===== src/rtl/keccak_pad_ctrl.sv =====
// keccak_pad_ctrl: collects 32-bit message words into a 544-bit rate block
// (17 words) and applies Keccak multi-rate padding on the final word.
// Optional feature macro: KECCAK_PAD_FINAL_BIT_EN -- when defined, the
// closing pad bit (blk_data[7]) is forced to 1 on blocks that carry padding.
//
// state | meaning
// FILL  | accepting message words into slot wcnt
// PAD   | writing zero words into the remaining slots after a last word
// FULL  | block presented, held stable until blk_ack

module keccak_pad_ctrl (
    input  logic         clk,
    input  logic         rst_n,
    input  logic [31:0]  in_data,
    input  logic         in_valid,
    input  logic         in_last,
    input  logic [1:0]   in_bytes,
    output logic         in_ready,
    output logic [543:0] blk_data,
    output logic         blk_valid,
    output logic         blk_last,
    input  logic         blk_ack
);

    typedef enum logic [1:0] {
        FILL = 2'd0,
        PAD  = 2'd1,
        FULL = 2'd2
    } state_t;

    state_t      r_state;
    logic [4:0]  r_wcnt;
    logic [31:0] r_buf [17];
    logic        r_in_ready;
    logic        r_blk_valid;
    logic        r_blk_last;

    logic [31:0]  w_last_word;
    logic [543:0] w_flat;

    // Keep the first in_bytes bytes of the final word and append the 0x01 pad byte.
    always_comb begin
        w_last_word = 32'h0100_0000;
        case (in_bytes)
            2'd0: w_last_word = 32'h0100_0000;
            2'd1: w_last_word = {in_data[31:24], 24'h01_0000};
            2'd2: w_last_word = {in_data[31:16], 16'h0100};
            2'd3: w_last_word = {in_data[31:8], 8'h01};
            default: w_last_word = 32'h0100_0000;
        endcase
    end

    // Word 0 occupies the most significant 32 bits of the block.
    always_comb begin
        w_flat = '0;
        for (int i = 0; i < 17; i++) begin
            w_flat[543 - 32*i -: 32] = r_buf[i];
        end
    end

    // Control FSM: fill, pad, present; all outputs are registered flags.
    always_ff @(posedge clk or negedge rst_n) begin
        if (!rst_n) begin
            r_state     <= FILL;
            r_wcnt      <= 5'd0;
            r_in_ready  <= 1'b1;
            r_blk_valid <= 1'b0;
            r_blk_last  <= 1'b0;
            for (int i = 0; i < 17; i++) begin
                r_buf[i] <= 32'h0;
            end
        end else begin
            case (r_state)
                FILL: begin
                    if (in_valid) begin
                        r_buf[r_wcnt] <= in_last ? w_last_word : in_data;
                        if (r_wcnt == 5'd16) begin
                            // Slot 16 completes the block whether or not it is last.
                            r_state     <= FULL;
                            r_in_ready  <= 1'b0;
                            r_blk_valid <= 1'b1;
                            r_blk_last  <= in_last;
                        end else begin
                            r_wcnt <= r_wcnt + 5'd1;
                            if (in_last) begin
                                r_state    <= PAD;
                                r_in_ready <= 1'b0;
                                r_blk_last <= 1'b1;
                            end
                        end
                    end
                end
                PAD: begin
                    r_buf[r_wcnt] <= 32'h0;
                    if (r_wcnt == 5'd16) begin
                        r_state     <= FULL;
                        r_blk_valid <= 1'b1;
                    end else begin
                        r_wcnt <= r_wcnt + 5'd1;
                    end
                end
                FULL: begin
                    if (blk_ack) begin
                        r_state     <= FILL;
                        r_wcnt      <= 5'd0;
                        r_in_ready  <= 1'b1;
                        r_blk_valid <= 1'b0;
                        r_blk_last  <= 1'b0;
                        for (int i = 0; i < 17; i++) begin
                            r_buf[i] <= 32'h0;
                        end
                    end
                end
                default: begin
                    r_state    <= FILL;
                    r_wcnt     <= 5'd0;
                    r_in_ready <= 1'b1;
                end
            endcase
        end
    end

    assign in_ready  = r_in_ready;
    assign blk_valid = r_blk_valid;
    assign blk_last  = r_blk_last;

`ifdef KECCAK_PAD_FINAL_BIT_EN
    // The closing pad10*1 bit lands in bit 7 and merges with any 0x01 already there.
    assign blk_data = w_flat | {536'd0, r_blk_last, 7'd0};
`else
    assign blk_data = w_flat;
`endif

endmodule


===== config.mk =====
export PLATFORM = sky130hd
export DESIGN_NAME = keccak_pad_ctrl
export DESIGN_NICKNAME = d
export VERILOG_FILES = /design/src/rtl/keccak_pad_ctrl.sv
export SDC_FILE = /design/constraint.sdc
export NUM_CORES = 1
export LEC_CHECK = 0
export BUFFER_PORTS_ARGS = -buffer_cell sky130_fd_sc_hd__clkbuf_2
export CORE_AREA = 2 2 226 228
export CTS_CLUSTER_SIZE = 16
export DETAILED_ROUTE_END_ITERATION = 12
export DIE_AREA = 0 0 228 230
export HOLD_SLACK_MARGIN = 0.15
export PLACE_DENSITY = 0.67
export SETUP_SLACK_MARGIN = 0.4
export SYNTH_ARGS = -nofsm -noshare
export SYNTH_HDL_FRONTEND = slang
export SYNTH_SLANG_ARGS = --single-unit
export TNS_END_PERCENT = 30

===== constraint.sdc =====
create_clock -name clk -period 2.46 [get_ports clk]
set_input_delay 0.492 -clock clk [delete_from_list [all_inputs] [get_ports clk]]
set_output_delay 0.492 -clock clk [all_outputs]
set_load 0.02 [all_outputs]

==> metrics, run 1 <==
status finished, final reports clean; Layout Cell Area excl Fill 28,200 µm²; largest family of logic cells by synthesized area compound AO/OA/AOI/OAI gates; Initial Utilization a little over two fifths; largest net degree at the start of global routing 87; crit-path max cell delay 0.40 ns; Nets between 2,000 and 2,500; kind of start point of the critical path flop; post-synthesis compound-gate area fraction 24.8%; Distinct cells, synth around 50; layout cells sized above 1 between 40% and 50%; most common cell in the netlist dfrtp_1; global route overflow 0; Post-synth EDFFs 0; register area share after synthesis 65.6%; Max stage delay cell, worst path dfrtp_1; Core ar. approximately 50,000 µm²; #FFs+latches synth 554; post-synthesis xor/xnor area fraction 0%; fin crit period 2.08 ns; Worst-Skew Late Latency 0.62 ns; Final Skew 0.0144 ns; LEAKAGE 14.0 nW; CP required 2.93 ns; sw frac between 30% and 40%; Worst R2R Setup Slack between 0.3 and 0.4 ns; vias in the first global route 17,400; Placed Area 25,600 µm²; combinational share of power 37.8%; half-perimeter wire length after placement 54,600 µm; Detailed Routing Iterations Pass 1 5; CTS sink cnt 554; CTS tree built; cells after synthesis around 1,500; drt wl/cell 28.3 µm; Synth top area share ~65%; Setup-failing EPs final 0; synthesized-area fraction occupied by adder cells 0.474%; num rows just over 80; achievable frequency 481 MHz; Worst path most repeated cell buf_12; r2r startpoint r_state[0]$_DFFE_PN0P_; synth cell count leaders dfrtp_1, o2bb2ai_1, a22o_1, buf_2, clkbuf_1; Hold Path Depth 3; violation count after the first detailed-route iteration 1,506; fraction of registers with async set/reset 100%; HP Class in2reg; CTS clk-pin slew, worst paths 0.06 ns; Sw Pwr about 0.013 W; synthesized cell area 21,100 µm²; DRC 0; Largest delay share family, worst path buffers and inverters; R2R depth 10; total CTS buffers 57; Post-Route WL between 80,000 and 90,000 µm; synthesis warning total 0; I/O pin cnt 586; Synth area leaders dfrtp_1, o2bb2ai_1, a22o_1; sequential share of power 35.5%; setup tns final 0 ns; internal cell power 0.0203 W; Area growth, synth to finish 33.3%; Post-DRT Antenna Nets 0; Worst Path Arrival 2.55 ns; Clock Tree Buf Depth 3; vias 17,200; WS Path Type reg2reg; Clock Power Share 26.7%; GPL Wtd Cong 0.906; crit path buf inv count 6; Synth area leader dfrtp_1; relative slew slack 31.6%; syn_nets approximately 1,500; GR Util All Layers 29.9%; worst hold start in_data[9]; VDD IR max around 760 µV; Synth Area in Simple Gates 5.23%; Die Area about 52,000 µm²; PD cells 1170 nW/µm²; Root Driver clkbuf_16; Max-Cap Viols 0; critical path cell sequence inv_2 -> ha_4 -> nor2b_4 -> buf_6 -> buf_12 -> buf_12 -> o2111ai_4 -> buf_12 -> clkbuf_16 -> o2bb2ai_1; Die H 230 µm; Util after Layout between 50% and 60%; Worst Path Max Fanout 8; RSZ-0062 raised after global routing yes; Syn Area/Cell 14.3 µm²; Port Buf Inserts roughly 600; first-pass GRT wire length 118,000 µm; initial antenna violation count 2; CP endpoint kind flop; DR vias/cell 6.05; mux cell area share after synthesis 0.0947%; ys flop type dfrtp_1; H-tree depth 2; Slew @ Worst Pin 1.03 ns; Fin. Hold Viols 0; Die X between 200 and 250 µm; final slew viol count 0; period utilization 84.5%
[metrics by stage]
step,power [W],instances,worst slack (ns),hold slack (ns)
CTS,0.0322,2823,0.366,0.152
global route,0.0343,2848,0.316,0.170
global placement,0.0230,2697,0.288,0.427
detailed placement,0.0232,2697,0.178,0.437
floorplan,0.0180,1482,0.402,0.196
finish,0.0331,2848,0.381,0.190
[layout make-up]
cell class	count	area, µm²
multi-input cells	769	6810
clock inverters	17	206
clock buffers	89	1710
well taps	672	841
repair buffers	739	4690
diodes	1	2.50
flip-flops and latches	554	13900
inverters	7	26.3
fillers	4116	21700
[power groups by stage]
| stage | Sequential (W) | Combinational (W) | Clock [W] |
|---|---|---|---|
| floorplan | 0.0135 | 0.00453 | 0 |
| global placement | 0.0118 | 0.0112 | 0 |
| detailed placement | 0.0118 | 0.0114 | 0 |
| CTS | 0.0117 | 0.0116 | 0.00892 |
| global route | 0.0119 | 0.0131 | 0.00932 |
| finish | 0.0117 | 0.0125 | 0.00883 |
[cell usage in the layout (no fill, tap or decap), types with 3 or more instances in the layout]
master / Yosys / final
nand3_1: 33 / 33
clkbuf_2: 0 / 584
dfrtp_2: 0 / 3
ha_1: 8 / 5
and4b_1: 4 / 4
inv_1: 7 / 5
nand2_1: 23 / 23
buf_12: 0 / 32
o31ai_1: 5 / 5
clkbuf_16: 0 / 63
clkinv_4: 0 / 3
nor2_1: 33 / 33
nor2b_2: 0 / 3
a22o_1: 114 / 114
nor4b_2: 4 / 4
a32o_1: 23 / 23
nor4bb_2: 0 / 5
or4_1: 3 / 3
o2bb2ai_1: 408 / 407
nand4_2: 10 / 10
nor2b_1: 11 / 7
o2111ai_4: 0 / 17
nand2b_1: 14 / 11
clkinv_2: 0 / 7
nand4_1: 8 / 8
clkbuf_8: 0 / 12
bufinv_16: 0 / 4
a21oi_1: 4 / 3
buf_4: 15 / 89
o211ai_1: 5 / 5
and4bb_2: 4 / 4
and3_1: 5 / 5
dlygate4sd3_1: 0 / 13
buf_6: 3 / 14
clkbuf_1: 41 / 18
dfrtp_1: 553 / 550
[kinds of logic (layout without fill, tap and decap cells)]
family                   count (synthesis)  count (layout)
other                                    0               1
buffers and inverters                  159             852
AND/OR/NAND/NOR                        169             169
AO/OA/AOI/OAI                          590             590
multiplexers                             2               2
adder cells (fa/ha/maj)                  8               8
flip-flops                             554             554
[worst max-delay path by stage]
stage	from	endpoint	slack (ns)	cells after the start
2_1_floorplan	r_state[0]$_DFFE_PN0P_	flop	0.40	8
3_3_place_gp	r_wcnt[0]$_DFFE_PN0P_	flop	0.29	5
3_5_place_dp	r_wcnt[0]$_DFFE_PN0P_	flop	0.18	5
4_1_cts	r_wcnt[0]$_DFFE_PN0P_	flop	0.37	7
5_1_grt	r_wcnt[1]$_DFFE_PN0P_	flop	0.32	6
6_report	r_state[0]$_DFFE_PN0P_	flop	0.38	10
[worst reg2reg max path, stage by stage (launching register included)]
cell       delay (ns)
dfrtp_1          0.40
inv_2            0.08
ha_4             0.30
nor2b_4          0.17
buf_6            0.11
buf_12           0.14
buf_12           0.12
o2111ai_4        0.15
buf_12           0.18
clkbuf_16        0.18
o2bb2ai_1        0.13
[timing repair]
item                                    in CTS  in global routing
hold endpoints to repair                    54                  0
gates resized for setup                      7                 24
pin swaps                                    3                 10
setup buffers                                5                 19
endpoints found under the setup margin     360                511
hold buffers                                13                  0
gates cloned                                 2                  5
[per-layer routing]
| metal | global-route usage, % | vias up | wire length (µm) |
|---|---|---|---|
| li1 | - | 7113 | - |
| met1 | 40.4 | 8998 | 32900 |
| met2 | 46.8 | 925 | 37700 |
| met3 | 6.93 | 190 | 6560 |
| met4 | 11.9 | 0 | 3460 |
| met5 | 0 | - | 0 |
No activity file was read; power rests on OpenSTA's default activity.
==> run 2, diff against run 1 <==
clock period = 2.1 ns   (was 2.46 ns; I/O delays follow)
==> run 2 against run 1 <==
First-iteration DRC count increased by 15%. Sequential cell count unchanged. Power increased by 26%. Global-route usage increased by 1.3 points. Cell count increased by 3.2%.
==> metrics, run 2 (same netlist as run 1, synthesis figures left out) <==
achievable frequency 500 MHz (was 481 MHz); commonest non-fill, non-tap cell in the layout clkbuf_2 (unchanged); PD cells 1350 nW/µm² (was 1170 nW/µm²); kind of start point of the critical path flop (unchanged); CTS clk-pin slew, worst paths 0.07 ns (was 0.06 ns); Post-Route WL 88,500 µm (was 80,600 µm); Port Buf Inserts 585 (unchanged); most frequent cells in the layout clkbuf_2, dfrtp_1, o2bb2ai_1, a22o_1, buf_4 (unchanged); global route overflow 0 (unchanged); Initial Utilization 42.4% (unchanged); final worst slack 0.0991 ns (was 0.381 ns); H-tree depth 2 (unchanged); relative slew slack 59.6% (was 31.6%); CP endpoint kind flop (unchanged); CP required 2.62 ns (was 2.93 ns); Worst Path Arrival 2.52 ns (was 2.55 ns); layout cells sized above 1 47.6% (was 40.6%); Root Driver clkbuf_16 (unchanged); Post-DRT Antenna Nets 0 (unchanged); GR Util All Layers 31.1% (was 29.9%); VDD IR max 706 µV (was 760 µV); DRC 0 (unchanged); Nets 2,273 (was 2,175); Fin. Hold Viols 0 (unchanged); total CTS buffers 54 (was 57); Slew @ Worst Pin 0.606 ns (was 1.03 ns); CTS sink cnt 554 (unchanged); Setup-failing EPs final 0 (unchanged); half-perimeter wire length after placement 55,900 µm (was 54,600 µm); drt wl/cell 30.1 µm (was 28.3 µm); vias in the first global route 17,900 (was 17,400); Worst R2R Setup Slack 0.1 ns (was 0.38 ns); LEAKAGE 15.0 nW (was 14.0 nW); fin crit period 2.00 ns (was 2.08 ns); R2R depth 9 (was 10); WS Path Type reg2reg (unchanged); Worst Path Max Fanout 18 (was 8); violation count after the first detailed-route iteration 1,729 (was 1,506); Die H 230 µm (unchanged); Setup Slack @ Placement 0.0208 ns (was 0.178 ns); CTS tree built (unchanged); Hold Path Depth 3 (unchanged); I/O pin cnt 586 (unchanged); Pwr Total 0.0418 W (was 0.0331 W); Max-Cap Viols 0 (unchanged); Die Area 52,400 µm² (unchanged); RSZ-0062 raised after global routing yes (unchanged); DR vias/cell 6.21 (was 6.05); initial antenna violation count 1 (was 2); Clock Tree Buf Depth 3 (unchanged); Hold WS 0.218 ns (was 0.190 ns); Die X 228 µm (unchanged); HP Class in2reg (unchanged); status finished, final reports clean (unchanged); ANT cells 0 (was 1); Detailed Routing Iterations Pass 1 5 (unchanged); period utilization 95.3% (was 84.5%); Area growth, synth to finish 46.2% (was 33.3%); GPL Wtd Cong 0.858 (was 0.906); Worst-Skew Late Latency 0.60 ns (was 0.62 ns); vias 18,200 (was 17,200); Core ar. 49,900 µm² (unchanged); largest net degree at the start of global routing 87 (unchanged); Util after Layout 61.9% (was 56.5%); final slew viol count 0 (unchanged); first-pass GRT wire length 123,000 µm (was 118,000 µm); num rows 82 (unchanged); Final Skew 0.0159 ns (was 0.0144 ns); setup tns final 0 ns (unchanged)
run 2: changes by cell type in the layout (fill, tap and decap cells not counted), sizes merged:
cell | before | now
buf | 137 | 222
bufbuf | 1 | 2
bufinv | 4 | 6
clkbuf | 677 | 672
clkinv | 10 | 11
clkinvlp | 1 | 5
diode | 1 | 0
dlygate4sd3 | 13 | 16
inv | 9 | 10
run 2: power breakdown:
| part | internal (W) | switching (W) | total, W |
|---|---|---|---|
| Combinational | 0.00704 | 0.0107 | 0.0178 |
| Clock | 0.00590 | 0.00430 | 0.0102 |
| Sequential | 0.0125 | 0.00134 | 0.0138 |
run 2: final timing paths:
kind	start	endpoint
min reg2reg	flop	flop
min	in_data[16]	flop
max	r_state[0]$_DFFE_PN0P_	flop
max reg2reg	r_state[0]$_DFFE_PN0P_	flop
max in group asynchronous	rst_n	async pin
min in group asynchronous	rst_n	async pin
run 2: stage by stage:
| stage | instances | instance area [µm²] |
|---|---|---|
| after floorplan | 1482 | 21300 |
| after global placement | 2723 | 26200 |
| after detailed placement | 2723 | 26200 |
| after CTS | 2881 | 29300 |
| after global routing | 2939 | 30900 |
| final | 2939 | 30900 |
run 2: what timing repair did:
item | in CTS | in global routing
gates resized for setup | 61 | 155
buffers inserted | 34 | 38
hold endpoints to repair | 251 | 0
pin swaps | 7 | 39
gates cloned | 11 | 20
hold buffers | 16 | 0
setup endpoints to repair | 554 | 557
run 2: final cells by class:
| cell class | instances | area [µm²] |
|---|---|---|
| fillers | 3765 | 19000 |
| clock inverters | 25 | 313 |
| flip-flops and latches | 554 | 13900 |
| repair buffers | 840 | 6560 |
| multi-input cells | 769 | 7720 |
| clock buffers | 72 | 1540 |
| inverters | 7 | 36.3 |
| well taps | 672 | 841 |
run 2: worst max-delay path, cell delays in order, from the launching register on:
cell and delay (ns):
dfrtp_2 0.46, inv_4 0.10, ha_4 0.21, buf_6 0.15, buf_4 0.16, nor2b_4 0.18, buf_4 0.14, nand4_1 0.13
buf_6 0.22, o2bb2ai_1 0.17
run 2: per-layer routing:
| metal | global-route usage [%] | wire length, µm | up-vias |
|---|---|---|---|
| li1 | - | - | 7327 |
| met1 | 41.5 | 34100 | 9513 |
| met2 | 48.9 | 42000 | 1147 |
| met3 | 7.27 | 7750 | 256 |
| met4 | 13.9 | 4650 | 0 |
| met5 | 0 | 0 | - |
